`src/rtl/ip_pkg.sv`:
```
// rtl/ip_pkg.sv - shared IPv4 header constants, checksum types and fold helper
package ip_pkg;

  localparam int IP_HDR_MAXLEN  = 60;
  localparam int IP_CSUM_HW_IDX = 5;

  typedef enum logic {
    CSUM_VERIFY   = 1'b0,
    CSUM_GENERATE = 1'b1
  } csum_mode_t;

  typedef enum logic [2:0] {
    ST_IDLE,
    ST_COLLECT,
    ST_FOLD1,
    ST_FOLD2,
    ST_EMIT
  } csum_state_t;

  function automatic logic [15:0] ip_csum_fold(input logic [23:0] acc);
    logic [16:0] s;
    s = {1'b0, acc[15:0]} + {9'd0, acc[23:16]};
    return s[15:0] + {15'd0, s[16]};
  endfunction

endpackage

```
`src/rtl/ip_csum_fold.sv`:
```
// rtl/ip_csum_fold.sv - two-stage end-around-carry fold and complement of a 24-bit sum
module ip_csum_fold
  import ip_pkg::*;
(
  input  logic        clk_i,
  input  logic        rst_i,
  input  logic        valid_i,
  input  logic [23:0] acc_i,
  input  logic        gen_i,
  input  logic        err_i,
  output logic        valid_o,
  output logic [15:0] csum_o,
  output logic        ok_o,
  output logic        err_o
);

  logic        v1_q, v2_q;
  logic [16:0] s_q;
  logic        gen1_q, err1_q;
  logic [15:0] csum_q;
  logic        ok_q, err2_q;
  logic [15:0] f;

  // s_q[16] set implies s_q[15:0] <= 0x00FE, so this add cannot carry out
  assign f = s_q[15:0] + {15'd0, s_q[16]};

  always_ff @(posedge clk_i or posedge rst_i) begin
    if (rst_i) begin
      v1_q   <= 1'b0;
      v2_q   <= 1'b0;
      s_q    <= '0;
      gen1_q <= 1'b0;
      err1_q <= 1'b0;
      csum_q <= '0;
      ok_q   <= 1'b0;
      err2_q <= 1'b0;
    end else begin
      v1_q <= valid_i;
      v2_q <= v1_q;
      if (valid_i) begin
        s_q    <= {1'b0, acc_i[15:0]} + {9'd0, acc_i[23:16]};
        gen1_q <= gen_i;
        err1_q <= err_i;
      end
      if (v1_q) begin
        csum_q <= ~f;
        ok_q   <= (gen1_q | (f == 16'hFFFF)) & ~err1_q;
        err2_q <= err1_q;
      end
    end
  end

  assign valid_o = v2_q;
  assign csum_o  = csum_q;
  assign ok_o    = ok_q;
  assign err_o   = err2_q;

endmodule

```
`src/rtl/ip_csum_engine.sv`:
```
// rtl/ip_csum_engine.sv - buffers one IPv4 header, verifies or generates its checksum, re-emits it
module ip_csum_engine
  import ip_pkg::*;
#(
  parameter int LANES   = 4,
  parameter int MAX_IHL = 15
) (
  input  logic                  clk156,
  input  logic                  sys_rst,
  input  logic                  mode,
  input  logic                  s_valid,
  output logic                  s_ready,
  input  logic                  s_sof,
  input  logic [16*LANES-1:0]   s_data,
  output logic                  m_valid,
  input  logic                  m_ready,
  output logic                  m_sof,
  output logic                  m_eof,
  output logic [16*LANES-1:0]   m_data,
  output logic                  res_valid,
  output logic                  res_ok,
  output logic                  res_ihl_err,
  output logic [15:0]           res_csum
);

  localparam int W          = 16 * LANES;
  localparam int DEPTH      = (MAX_IHL * 2 + LANES - 1) / LANES;
  localparam int PW         = (DEPTH > 1) ? $clog2(DEPTH) : 1;
  localparam int PATCH_WORD = IP_CSUM_HW_IDX / LANES;
  localparam int PATCH_LANE = IP_CSUM_HW_IDX % LANES;

  csum_state_t   state_q, state_d;
  logic [PW-1:0] wptr_q, wptr_d, rptr_q, rptr_d, last_q, last_d, wr_slot;
  logic [23:0]   acc_q, acc_d;
  logic [7:0]    hwt_q, hwt_d;
  logic          gen_q, gen_d, err_q, err_d, wr_en;
  logic [W-1:0]  buf_q [DEPTH];

  logic [3:0]    ihl_new;
  logic          err_new, gen_new;
  logic [7:0]    hwt_new, base;
  logic [PW-1:0] last_new;

  // Halfwords past the header end pass through unsummed; the check field counts as 0 when generating
  function automatic logic [23:0] word_sum(input logic [W-1:0] data, input logic [7:0] first,
                                           input logic [7:0] hwt, input logic gen);
    logic [23:0] s;
    logic [7:0]  idx;
    s = '0;
    for (int j = 0; j < LANES; j++) begin
      idx = first + 8'(j);
      if ((idx < hwt) && !(gen && (idx == 8'(IP_CSUM_HW_IDX))))
        s = s + {8'd0, data[W-1-16*j -: 16]};
    end
    return s;
  endfunction

  assign ihl_new  = s_data[W-5:W-8];
  assign err_new  = (ihl_new < 4'd5) || (int'(ihl_new) > MAX_IHL);
  assign gen_new  = (csum_mode_t'(mode) == CSUM_GENERATE);
  assign hwt_new  = err_new ? 8'd10 : {3'd0, ihl_new, 1'b0};
  assign last_new = PW'((hwt_new + 8'(LANES - 1)) / 8'(LANES) - 8'd1);
  assign base     = 8'(wptr_q) * 8'(LANES);

  assign s_ready  = (state_q == ST_IDLE) || (state_q == ST_COLLECT);

  always_comb begin
    state_d = state_q;
    wptr_d  = wptr_q;
    rptr_d  = rptr_q;
    last_d  = last_q;
    acc_d   = acc_q;
    hwt_d   = hwt_q;
    gen_d   = gen_q;
    err_d   = err_q;
    wr_en   = 1'b0;
    wr_slot = wptr_q;
    case (state_q)
      ST_IDLE, ST_COLLECT: begin
        if (s_valid && s_sof) begin
          // a new start-of-header also abandons any header being collected
          gen_d   = gen_new;
          err_d   = err_new;
          hwt_d   = hwt_new;
          last_d  = last_new;
          acc_d   = word_sum(s_data, 8'd0, hwt_new, gen_new);
          wr_en   = 1'b1;
          wr_slot = '0;
          wptr_d  = PW'(1);
          rptr_d  = '0;
          state_d = (hwt_new <= 8'(LANES)) ? ST_FOLD1 : ST_COLLECT;
        end else if (s_valid && (state_q == ST_COLLECT)) begin
          acc_d  = acc_q + word_sum(s_data, base, hwt_q, gen_q);
          wr_en  = 1'b1;
          wptr_d = wptr_q + PW'(1);
          if ((base + 8'(LANES)) >= hwt_q) state_d = ST_FOLD1;
        end
      end
      ST_FOLD1: state_d = ST_FOLD2;
      ST_FOLD2: state_d = ST_EMIT;
      ST_EMIT: begin
        if (m_ready) begin
          if (rptr_q == last_q) state_d = ST_IDLE;
          else                  rptr_d  = rptr_q + PW'(1);
        end
      end
      default: state_d = ST_IDLE;
    endcase
  end

  always_ff @(posedge clk156 or posedge sys_rst) begin
    if (sys_rst) begin
      state_q <= ST_IDLE;
      wptr_q  <= '0;
      rptr_q  <= '0;
      last_q  <= '0;
      acc_q   <= '0;
      hwt_q   <= '0;
      gen_q   <= 1'b0;
      err_q   <= 1'b0;
    end else begin
      state_q <= state_d;
      wptr_q  <= wptr_d;
      rptr_q  <= rptr_d;
      last_q  <= last_d;
      acc_q   <= acc_d;
      hwt_q   <= hwt_d;
      gen_q   <= gen_d;
      err_q   <= err_d;
    end
  end

  always_ff @(posedge clk156) begin
    if (wr_en) buf_q[wr_slot] <= s_data;
  end

  ip_csum_fold u_fold (
    .clk_i   (clk156),
    .rst_i   (sys_rst),
    .valid_i (state_q == ST_FOLD1),
    .acc_i   (acc_q),
    .gen_i   (gen_q),
    .err_i   (err_q),
    .valid_o (res_valid),
    .csum_o  (res_csum),
    .ok_o    (res_ok),
    .err_o   (res_ihl_err)
  );

  assign m_valid = (state_q == ST_EMIT);
  assign m_sof   = m_valid && (rptr_q == '0);
  assign m_eof   = m_valid && (rptr_q == last_q);

  always_comb begin
    m_data = '0;
    if (state_q == ST_EMIT) begin
      m_data = buf_q[rptr_q];
      if (gen_q && !err_q && (rptr_q == PW'(PATCH_WORD)))
        m_data[W-1-16*PATCH_LANE -: 16] = res_csum;
    end
  end

endmodule

```
`config.mk`:
```
export PLATFORM = sky130hd
export DESIGN_NAME = ip_csum_engine
export DESIGN_NICKNAME = d
export VERILOG_FILES = /design/src/rtl/ip_pkg.sv /design/src/rtl/ip_csum_fold.sv /design/src/rtl/ip_csum_engine.sv
export SDC_FILE = /design/constraint.sdc
export NUM_CORES = 1
export LEC_CHECK = 0
export BUFFER_PORTS_ARGS = -buffer_cell sky130_fd_sc_hd__buf_2
export CAP_MARGIN = 20
export CORE_ASPECT_RATIO = 0.8
export CORE_MARGIN = 2
export CORE_UTILIZATION = 56
export DETAILED_ROUTE_END_ITERATION = 10
export PLACE_DENSITY = 0.84
export REMOVE_ABC_BUFFERS = 1
export SETUP_SLACK_MARGIN = 0.05
export SLEW_MARGIN = 20
export SYNTH_ARGS = -nofsm -noshare
export SYNTH_HDL_FRONTEND = slang
export SYNTH_SLANG_ARGS = --single-unit
```
`constraint.sdc`:
```
create_clock -name clk156 -period 7.75 [get_ports clk156]
set_clock_uncertainty 0.1 [all_clocks]
set_input_delay 1.55 -clock clk156 [delete_from_list [all_inputs] [get_ports clk156]]
set_output_delay 1.55 -clock clk156 [all_outputs]
set_load 0.02 [all_outputs]
```
Word-level counts from Yosys, hierarchy flattened. Memory sizes are Yosys's and may differ from the RTL's. Index checks and enable logic that the tools add are counted.

Register bits after elaboration: 85. Bits in writable memories: 512. Input port bits: 70. Output and inout port bits: 87. Word-level logic and storage cells: 142. Memories kept: 1.

Memories: buf_q (depth 8, bits a word 64, rd ports 1, clocked after Yosys merged registers in 0, write ports 1, RTL line ip_csum_engine.sv:37) `logic [W-1:0] buf_q [DEPTH];`.

Add/subtract/negate cells: 17. Magnitude comparators: 11. Equal/unequal tests: 16. Mux-type cells: 51. Bitwise operators: 4. Reduce and logical (&&, ||, !) cells: 26.

Operator list (count): 24-bit 2-to-1 mux (26); 24-bit by 16-bit adder with 24-bit output (6); 64-bit 2-to-1 mux (1); 16-bit 2-to-1 mux (3); 3-bit 2-to-1 mux (12); 24-bit adder (1); 6-bit by 8-bit less-than comparator with 1-bit output (3); 6-bit by 3-bit equality test with 1-bit output (second input constant) (3); 16-bit by 8-bit adder with 17-bit output (1); 16-bit by 1-bit adder with 16-bit output (1); 16-bit equality test (second input constant) (1); 16-bit inverter (1); 5-bit by 2-bit adder with 6-bit output (second input constant) (2); 1-bit logical AND (12); 3-bit case mux with 4 select lines (1); 1-bit by 5-bit less-than comparator with 1-bit output (first input constant) (2); 2-bit by 5-bit less-than comparator with 1-bit output (first input constant) (2); 6-bit by 8-bit >= comparator with 1-bit output (1); 5-bit by 8-bit less-than comparator with 1-bit output (1); 4-bit AND reduction (2); 3-bit by 1-bit adder with 3-bit output (second input constant) (2); 5-bit by 1-bit adder with 6-bit output (second input constant) (1); 5-bit by 3-bit adder with 6-bit output (second input constant) (1); 3-bit by 1-bit equality test with 1-bit output (second input constant) (2); other kinds (23) (37).

Depth between registers and ports, before layout. Gate-level depths: netlist (run 1).

Depth in word-level cells: 23. Gate-level depth with buffers: 43. Depth with buffers taken out: 41.

Modules after synthesis. A second synthesis (run 1) with hierarchy kept.

Cell total of the unflattened synthesis: 2196. Area, all modules: 30261.5 sq um.

Modules (own cells, without submodules): ip_csum_engine (times used 1, cells each 1962, area each 27848.0 sq um, seq. area each 16425.8 sq um); ip_csum_fold (times used 1, cells each 234, area each 2413.6 sq um, seq. area each 975.9 sq um).

Worst setup path before layout (run 1). OpenSTA, ideal clock, no wires.

Kind: flip-flop to flip-flop. Start: reg wptr_q[0]. End: reg acc_q[22]. Library setup time: 137 ps. Arrival: 7662 ps. Data required time: 7513 ps. Setup slack: -148 ps. Stages on the path, launching flop included: 41. Buffers on the path: 2. Period minus slack after synthesis: 7898 ps. Cells stage by stage: dfrtp_1 -> inv_1 -> ha_1 -> o21ba_2 -> o21a_1 -> buf_4 -> clkbuf_1 -> and2_1 -> ha_1 -> fa_1 -> nand3_1 -> nand2_1 -> maj3_1 -> and2_1 -> nor2_1 -> xor2_1 -> nor2_1 -> xnor2_1 -> [5 not listed] -> a21oi_1 -> xor2_1 -> o22ai_1 -> ha_1 -> nor4_1 -> a211oi_1 -> o21ai_0 -> a21oi_1 -> o41ai_1 -> mux2i_1 -> o211a_1 -> ha_1 -> and3_1 -> a41oi_1 -> a21oi_1 -> o21ai_0 -> xor2_1 -> nor2_1.

Cells in the longest elaborated chain, start to end: 23. Elaborated cells on any way between the ends: 41. Classes of those cells: add/sub: 7; order compare: 4; eq/ne: 3; mux: 18; reduce/logical: 9.

Ends and longest elaborated chain: from (decl) (RTL line ip_csum_engine.sv:33) `logic [PW-1:0] wptr_q, wptr_d, rptr_q, rptr_d, last_q, last_d, wr_slot;`; from (signal assigned) (RTL line ip_csum_engine.sv:123) `wptr_q <= wptr_d;`; 5-bit by 8-bit less-than comparator with 1-bit output (RTL line ip_csum_engine.sv:52) `if ((idx < hwt) && !(gen && (idx == 8'(IP_CSUM_HW_IDX))))`; 16-bit 2-to-1 mux (RTL line ip_csum_engine.sv:52); 24-bit 2-to-1 mux (RTL line ip_csum_engine.sv:92) `end else if (s_valid && (state_q == ST_COLLECT)) begin`; 24-bit 2-to-1 mux (RTL line ip_csum_engine.sv:80) `if (s_valid && s_sof) begin`; 24-bit 2-to-1 mux (RTL line ip_csum_engine.sv:78) `case (state_q)`; 24-bit by 16-bit adder with 24-bit output (RTL line ip_csum_engine.sv:53) `s = s + {8'd0, data[W-1-16*j -: 16]};`; 24-bit 2-to-1 mux (RTL line ip_csum_engine.sv:52); 24-bit 2-to-1 mux (RTL line ip_csum_engine.sv:92); [7 not listed]; 24-bit by 16-bit adder with 24-bit output (RTL line ip_csum_engine.sv:53); 24-bit 2-to-1 mux * (RTL line ip_csum_engine.sv:52); 24-bit 2-to-1 mux * (RTL line ip_csum_engine.sv:92); 24-bit 2-to-1 mux * (RTL line ip_csum_engine.sv:80); 24-bit 2-to-1 mux * (RTL line ip_csum_engine.sv:78); 24-bit adder * (RTL line ip_csum_engine.sv:93) `acc_d = acc_q + word_sum(s_data, base, hwt_q, gen_q);`; 24-bit 2-to-1 mux * (RTL line ip_csum_engine.sv:92); 24-bit 2-to-1 mux * (RTL line ip_csum_engine.sv:80); to (signal assigned) (RTL line ip_csum_engine.sv:117) `acc_q <= '0;`; to (signal assigned) (RTL line ip_csum_engine.sv:126) `acc_q <= acc_d;`; to (decl) (RTL line ip_csum_engine.sv:34) `logic [23:0] acc_q, acc_d;`.

Mark *: on every way between the ends. The rest lies on a longest branch, timed or not. The select of a mux whose other input is x is not followed. A chain may end at the register's enable or synchronous reset.

Final worst setup path (run 1).
Start: reg hwt_q[2]. End: reg acc_q[17].

Cells in the longest elaborated chain, start to end: 23. Elaborated cells on any way between the ends: 29. Classes of those cells: add/sub: 4; order compare: 4; mux: 18; reduce/logical: 3.

Ends and longest elaborated chain: from (decl) (RTL line ip_csum_engine.sv:35) `logic [7:0] hwt_q, hwt_d;`; from (signal assigned) (RTL line ip_csum_engine.sv:127) `hwt_q <= hwt_d;`; 5-bit by 8-bit less-than comparator with 1-bit output (RTL line ip_csum_engine.sv:52); 16-bit 2-to-1 mux (RTL line ip_csum_engine.sv:52); 24-bit 2-to-1 mux (RTL line ip_csum_engine.sv:92); 24-bit 2-to-1 mux (RTL line ip_csum_engine.sv:80); 24-bit 2-to-1 mux (RTL line ip_csum_engine.sv:78); 24-bit by 16-bit adder with 24-bit output (RTL line ip_csum_engine.sv:53); 24-bit 2-to-1 mux (RTL line ip_csum_engine.sv:52); 24-bit 2-to-1 mux (RTL line ip_csum_engine.sv:92); [7 not listed]; 24-bit by 16-bit adder with 24-bit output (RTL line ip_csum_engine.sv:53); 24-bit 2-to-1 mux * (RTL line ip_csum_engine.sv:52); 24-bit 2-to-1 mux * (RTL line ip_csum_engine.sv:92); 24-bit 2-to-1 mux * (RTL line ip_csum_engine.sv:80); 24-bit 2-to-1 mux * (RTL line ip_csum_engine.sv:78); 24-bit adder * (RTL line ip_csum_engine.sv:93); 24-bit 2-to-1 mux * (RTL line ip_csum_engine.sv:92); 24-bit 2-to-1 mux * (RTL line ip_csum_engine.sv:80).

Marks and branches as above.

==> results of run 1 <==
[cells in the mapped netlist (12+ instances only)]
cell type / n / share of area, %
o21bai_1: 15 / 0.38
o21ai_0: 117 / 2.0
mux2i_1: 73 / 2.4
nor2_1: 162 / 2.0
ha_1: 141 / 5.9
xnor2_1: 77 / 2.3
inv_1: 59 / 0.74
a211oi_1: 32 / 0.80
or3_1: 12 / 0.25
a31oi_1: 15 / 0.31
nand3_1: 38 / 0.64
xor2_1: 50 / 1.5
and3_1: 12 / 0.25
mux4_2: 128 / 9.7
a21o_1: 34 / 0.85
mux2_2: 15 / 0.57
o31ai_1: 15 / 0.38
a21oi_1: 106 / 1.8
and2_1: 21 / 0.44
clkbuf_1: 71 / 0.89
dfrtp_1: 81 / 6.8
nand2b_1: 21 / 0.44
edfxtp_1: 512 / 51
o22ai_1: 20 / 0.42
nor3_1: 27 / 0.45
buf_1: 24 / 0.30
nand2_1: 157 / 2.0
[tightest hold or removal path, cell delays in order (launching register included)]
cell     delay [ps]
dfrtp_1         350
nand2_1          50
nand2_1          60
[per-stage QoR]
| step | hold slack (ps) | setup TNS (ps) | setup WS, ps |
|---|---|---|---|
| after floorplan | 346.4 | -41370 | -639.4 |
| after global placement | 370.8 | -6297 | -764.2 |
| after detailed placement | 381.2 | -8712 | -879.5 |
| after CTS | 396.2 | 0 | 60.11 |
| after global routing | 413.5 | -4376 | -517.6 |
| final | 392.3 | -1307 | -269.9 |
[flip-flops by register name (all words and copies together), names as in the netlist]
name            flops
acc_q              24
buf_q             512
err_q               1
gen_q               1
hwt_q               4
last_q              3
rptr_q              3
state_q             3
u_fold.csum_o      16
u_fold.err1_q       1
u_fold.err_o        1
u_fold.gen1_q       1
u_fold.ok_o         1
u_fold.s_q         17
u_fold.v1_q         1
u_fold.valid_o      1
wptr_q              3
[worst max-delay path by stage]
stage | start | endpoint | slack (ps) | cells past startpoint
2_1_floorplan | rptr_q[0] | m_data[32] | -640 | 3
3_3_place_gp | s_data[48] | acc_q[22] | -760 | 37
3_5_place_dp | s_data[48] | acc_q[23] | -880 | 37
4_1_cts | hwt_q[2] | acc_q[23] | 60 | 43
5_1_grt | hwt_q[2] | acc_q[22] | -520 | 41
6_report | hwt_q[2] | acc_q[17] | -270 | 40
[what timing repair did]
item / 4_1_cts / 5_1_grt
endpoints found under the setup margin: 12 / 12
pin swaps: 31 / 88
hold endpoints to repair: 0 / 0
setup buffers: 9 / 17
resized for setup: 62 / 109
[final cells by class]
type	instances	area share, %
multi-input cells	1424	35.78
flip-flops and latches	593	49.14
well taps	693	2.447
clock inverters	34	1.073
inverters	59	0.6285
diodes	2	0.01412
clock buffers	69	4.149
repair buffers	361	6.769
[layout by cell type (no fill, tap or decap), types with 55 or more instances in the layout]
master and n:
clkbuf_16 56, xnor2_1 75, ha_1 126, mux2i_1 72, inv_1 55, buf_4 191, edfxtp_1 512, dfrtp_1 78
nand2_1 152, a21oi_1 88, mux4_2 128, buf_2 156, o21ai_0 97, nor2_1 152
[metal layers]
layer	up-vias	share of wire [%]	wire length, microns	GRT usage [%]
met3	177	8.2	6657	4.159
met1	10360	40	32780	39.57
met4	0	3.4	2798	9.698
met2	1107	48	39260	47.63
li1	9005	-	-	-
met5	-	0	0	0
[cells by family after synthesis]
group | synth area share [%]
adders and majority gates | 6.543
and+or+nand+nor | 7.456
AOI/OAI and AO/OA | 9.324
xor gates and xnor gates | 3.724
buffers and inverters | 2.032
muxes | 12.66
DFF | 58.26
==> tab_implementation.tex, run 1 <==
\begin{tabular}{lr}
\hline
Metric & Value \\
\hline
\multicolumn{2}{l}{\textbf{Outcome}} \\
Status & complete, but fails checks \\
Violated checks & setup timing \\
\multicolumn{2}{l}{\textbf{Layout}} \\
Fraction of layout instances using a drive strength above 1 & 28.86\% \\
Sequential cell area & 17410 sq um \\
Number of nets at the end of the flow & 2713 \\
Layout overhead on the synthesized area & 18.64\% \\
Summed area of non-filler cells in the final layout & 35440 sq um \\
Total area of multi-input combinational cells & 12680 sq um \\
Fill cell total of the finished layout & 3458 \\
Utilization after layout & 67.43\% \\
Non-filler instance count after layout & 3235 \\
\multicolumn{2}{l}{\textbf{Floorplan}} \\
Core region area & 52550 sq um \\
Die span in y & 210.6 microns \\
Width of the die & 262.2 microns \\
Io pins & 157 \\
Starting Density & 56.84\% \\
Total die area & 55210 sq um \\
Total number of placement rows & 75 \\
\multicolumn{2}{l}{\textbf{Drt}} \\
1st-iter DRT viols & 2122 \\
Detail-routed via count per cell & 6.382 \\
Number of vias after detailed routing & 20650 \\
Initial DRT Pass Iterations & 6 \\
WL/cell & 25.19 microns \\
Antenna-violating nets left & 0 \\
Final Routed Wirelength & 81490 microns \\
Number of design rule violations left after detail routing & 0 \\
\multicolumn{2}{l}{\textbf{Worst setup path}} \\
Cell family contributing the most delay on the critical path & compound AO/OA/AOI/OAI gates \\
Worst reg-to-reg path cell count & 40 \\
Required @ worst endpoint & 8130 ps \\
Crit-path slowest cell & dfrtp\_1 \\
Top fanout value on the critical path & 5 \\
Flop-to-flop setup slack & -270 ps \\
Reg-to-reg critical path startpoint & hwt\_q[2] \\
Critical Path Start Type & flip-flop \\
Capture point of the worst reg-to-reg path & acc\_q[17] \\
Critical path class & reg -> reg \\
Nature of the critical path endpoint & flip-flop \\
Crit path buf inv count & 5 \\
CP max stage delay & 390 ps \\
Data arrival time at the worst-slack endpoint & 8400 ps \\
\multicolumn{2}{l}{\textbf{Timing}} \\
Max-slew violation total from the final report & 0 \\
Setup ws final & -269.9 ps \\
Crit path time final & 8020 ps \\
Setup violations, final & 9 \\
Slew HR & 25.74\% \\
Measured slew at the worst slew-check pin & 1114 ps \\
Part of the cycle the worst path needs & 103.5\% \\
Max Clock Freq & 124.7 MHz \\
Unrepaired setup endpoints after global routing & yes \\
Final count of hold timing violations & 0 \\
\multicolumn{2}{l}{\textbf{Logic synthesis}} \\
Number of warnings printed during yosys synthesis & 0 \\
Asr flop ratio synth & 13.66\% \\
Primary flip-flop cell chosen by synthesis mapping & edfxtp\_1 \\
Combined area of all synthesized cells & 29870 sq um \\
Sequential cell area fraction in the yosys report & 58.26\% \\
Post-synthesis cell type count & 72 \\
Mapped Avg Cell Area & 13.73 sq um \\
Flops \& latches, synth & 593 \\
Cells after Synth & 2175 \\
EDFF count, synth & 512 \\
\multicolumn{2}{l}{\textbf{Placed design}} \\
Area post-placement & 32600 sq um \\
Detail Placement HPWL & 51670 microns \\
Port bufs & 156 \\
Placed cells & 3106 \\
Last weighted congestion value of the routability-driven placer & 0.9337 \\
\multicolumn{2}{l}{\textbf{Global routing}} \\
Number of antenna violations at the first check in global routing & 0 \\
Number of global-route vias before repair & 20430 \\
Largest net degree at the start of global routing & 82 \\
Total global routing track utilization & 28.76\% \\
First-pass GRT wire length & 120400 microns \\
Global route total overflow & 0 \\
\multicolumn{2}{l}{\textbf{Worst hold path}} \\
Hold Startpoint & u\_fold.gen1\_q \\
Instance count along the most critical hold path & 2 \\
Worst Hold Path EP & u\_fold.gen1\_q \\
Type of the most critical hold path & reg -> reg \\
\multicolumn{2}{l}{\textbf{Clock tree}} \\
Clock latency on the worst-skew pair & 630 ps \\
Number of buffers on the longest clock path & 3 \\
Cts bufs inserted & 55 \\
Total of hold buffers inserted after clock tree synthesis & 0 \\
Clock slew seen by the registers of the worst setup and hold paths & 70 ps \\
Cell at the root of the clock tree & clkbuf\_16 \\
Sinks on Clock Net & 593 \\
TritonCTS clock tree & done \\
H-Tree Depth & 2 \\
\multicolumn{2}{l}{\textbf{Flow run}} \\
Number of max-cap violations & 0 \\
\hline
\end{tabular}
Power of run 1 is not shown: default switching activity piles up to over one toggle a cycle in this logic, so the estimate is an artifact.
==> inputs of run 2 (changes only) <==
--- a/config.mk
+++ b/config.mk
@@ -9,10 +9,10 @@
 export CAP_MARGIN = 20
 export CORE_ASPECT_RATIO = 0.8
 export CORE_MARGIN = 2
-export CORE_UTILIZATION = 56
+export CORE_UTILIZATION = 45
+export CTS_CLUSTER_DIAMETER = 200
 export DETAILED_ROUTE_END_ITERATION = 10
-export PLACE_DENSITY = 0.84
-export REMOVE_ABC_BUFFERS = 1
+export PLACE_DENSITY = 0.71
 export SETUP_SLACK_MARGIN = 0.05
 export SLEW_MARGIN = 20
 export SYNTH_ARGS = -nofsm -noshare
==> run 2 against run 1 <==
- the flow still finishes with violations (setup timing)
- non-clock buffer count rose by 2
- die area rose by 24%
- critical path depth did not move
- largest cell class unchanged
- highest routed layer is now met5
==> tab_implementation.tex, run 2 (synthesized netlist as in run 1, its figures left out) <==
\begin{tabular}{lr}
\hline
Metric & Value \\
\hline
\multicolumn{2}{l}{\textbf{Outcome}} \\
Status & complete, but fails checks \\
Violated checks & setup timing \\
\multicolumn{2}{l}{\textbf{Layout}} \\
Ant. Diodes & 0 (-2) \\
Sequential cell area & 17410 sq um (about the same) \\
Commonest cells after routing, fill and taps aside & edfxtp\_1 (512), buf\_4 (202), buf\_2 (156), nand2\_1 (153), nor2\_1 (151) \\
Layout overhead on the synthesized area & 19.00\% \\
Top register by number of flip-flops & buf\_q \\
Fraction of layout instances using a drive strength above 1 & 28.09\% (-0.76 points) \\
Regs by FF count & buf\_q x512, acc\_q x24, u\_fold.s\_q x17 \\
Fill cell total of the finished layout & 5211 (+51\%) \\
Total area of multi-input combinational cells & 12520 sq um (-1.3\%) \\
Most common library cell in the layout ignoring fill and taps & edfxtp\_1 \\
Number of nets at the end of the flow & 2719 (+0.22\%) \\
Number of flip-flops in the largest register & 512 (unchanged) \\
\multicolumn{2}{l}{\textbf{Drt}} \\
Number of design rule violations left after detail routing & 0 (unchanged) \\
Final Routed Wirelength & 78960 microns (-3.1\%) \\
Number of vias after detailed routing & 20110 (-2.6\%) \\
WL/cell & 23.19 microns (-7.9\%) \\
Antenna-violating nets left & 0 (unchanged) \\
Detail-routed via count per cell & 5.907 (-7.4\%) \\
Initial DRT Pass Iterations & 6 (unchanged) \\
1st-iter DRT viols & 1921 (-9.5\%) \\
\multicolumn{2}{l}{\textbf{Worst setup path}} \\
CP max stage delay & 410 ps (+20 ps) \\
Required @ worst endpoint & 8200 ps (+70 ps) \\
Critical path class & reg -> reg \\
Capture point of the worst reg-to-reg path & acc\_q[21] \\
Data arrival time at the worst-slack endpoint & 8200 ps (-200 ps) \\
Crit-path slowest cell & dfrtp\_2 \\
Endpoint of the worst setup timing path & acc\_q[21] \\
Nature of the critical path endpoint & flip-flop \\
Critical Path Start Type & flip-flop \\
Flop-to-flop setup slack & -0.1 ps (+270 ps) \\
Reg-to-reg critical path startpoint & wptr\_q[0] \\
Worst reg-to-reg path cell count & 40 (unchanged) \\
Top fanout value on the critical path & 7 (+2) \\
Critical Path Start & wptr\_q[0] \\
\multicolumn{2}{l}{\textbf{Floorplan}} \\
Io pins & 157 (unchanged) \\
Total die area & 68470 sq um (+24\%) \\
Total number of placement rows & 84 (+12\%) \\
Core region area & 65690 sq um (+25\%) \\
Starting Density & 45.47\% (-11 points) \\
Width of the die & 292.1 microns (+11\%) \\
Die span in y & 234.4 microns (+11\%) \\
\multicolumn{2}{l}{\textbf{Clock tree}} \\
H-Tree Depth & 2 (unchanged) \\
Clock slew seen by the registers of the worst setup and hold paths & 70 ps (about the same) \\
Number of buffers on the longest clock path & 3 (unchanged) \\
TritonCTS clock tree & done \\
Cell at the root of the clock tree & clkbuf\_16 \\
Clock latency on the worst-skew pair & 640 ps (about the same) \\
Sinks on Clock Net & 593 (unchanged) \\
Cts bufs inserted & 59 (+7.3\%) \\
\multicolumn{2}{l}{\textbf{Timing}} \\
Crit path time final & 7750 ps (-269.8 ps) \\
Max Clock Freq & 129.0 MHz (+3.5\%) \\
Unrepaired setup endpoints after global routing & yes \\
Slew HR & 30.22\% (+4.5 points) \\
Setup violations, final & 1 (-8) \\
Measured slew at the worst slew-check pin & 1044 ps (-70.06 ps) \\
Part of the cycle the worst path needs & 100.0\% (-3.5 points) \\
Final count of hold timing violations & 0 (unchanged) \\
Setup tns final & -0.1341 ps (+1307 ps) \\
Max-slew violation total from the final report & 0 (unchanged) \\
Setup ws final & -0.1341 ps (+269.8 ps) \\
\multicolumn{2}{l}{\textbf{Worst hold path}} \\
Type of the most critical hold path & reg -> reg \\
\multicolumn{2}{l}{\textbf{Global routing}} \\
Number of global-route vias before repair & 19690 (-3.6\%) \\
Total global routing track utilization & 22.72\% (-6.0 points) \\
Number of antenna violations at the first check in global routing & 2 (+2) \\
Largest net degree at the start of global routing & 82 (unchanged) \\
Global route total overflow & 0 (unchanged) \\
First-pass GRT wire length & 117600 microns (-2.3\%) \\
\multicolumn{2}{l}{\textbf{Placed design}} \\
Detail Placement HPWL & 52930 microns (+2.4\%) \\
Port bufs & 156 (unchanged) \\
Last weighted congestion value of the routability-driven placer & 0.9378 (+0.44\%) \\
\multicolumn{2}{l}{\textbf{Flow run}} \\
Number of max-cap violations & 0 (unchanged) \\
\multicolumn{2}{l}{\textbf{Logic synthesis}} \\
Net count after synthesis & 2394 \\
\hline
\end{tabular}
## run 2: area by class of cell
cell class,count,area share (%)
Sequential cell,593,48.99
Multi-Input combinational cell,1424,35.21
Timing Repair Buffer,363,6.646
Clock buffer,69,4.259
Tap cell,860,3.027
Clock inverter,37,1.235
Inverter,59,0.6336
## run 2: stage by stage
stage	area (sq um)	instances	util, %	worst slack, ps	hold WS (ps)
after floorplan	29890	2175	-	55.14	251.9
after global placement	32860	3281	50.03	-676.3	383.9
after detailed placement	32860	3281	50.03	-751.3	382.5
after CTS	34960	3391	53.22	59.62	402.9
after global routing	35550	3405	54.11	-299.3	421.5
final	35550	3405	54.11	-0.1341	401.5
## run 2: worst min-delay path by stage
stage,start,end,cells after the start
6_report,u_fold.s_q[0],u_fold.s_q[0],2
5_1_grt,u_fold.err_o,u_fold.err_o,1
4_1_cts,u_fold.s_q[0],u_fold.s_q[0],2
3_5_place_dp,u_fold.s_q[0],u_fold.s_q[0],2
3_3_place_gp,u_fold.s_q[0],u_fold.s_q[0],2
2_1_floorplan,u_fold.v1_q,u_fold.valid_o,0
## run 2: what timing repair did
item                       in CTS  in global routing
setup endpoints to repair       9                 12
hold buffers                    0                  0
pin swaps                      15                 78
resized for setup              29                100
buffers inserted                4                 14
## run 2: layer usage
metal	vias up	wire length [microns]	GRT usage [%]
met2	805	36710	36.16
met5	-	28	0
met3	143	6043	3.455
met1	10140	33450	32.21
li1	9022	-	-
met4	4	2730	7.684
## run 2: critical path, delay by kind of cell (launching register included)
| kind | cells | cell delay [ps] |
|---|---|---|
| AOI/OAI and AO/OA | 17 | 2660 |
| xor gates and xnor gates | 2 | 310 |
| adders and majority gates | 7 | 2130 |
| buffers and inverters | 3 | 340 |
| DFF | 1 | 410 |
| and+or+nand+nor | 11 | 1670 |
Power of run 2 is left out for the same reason.
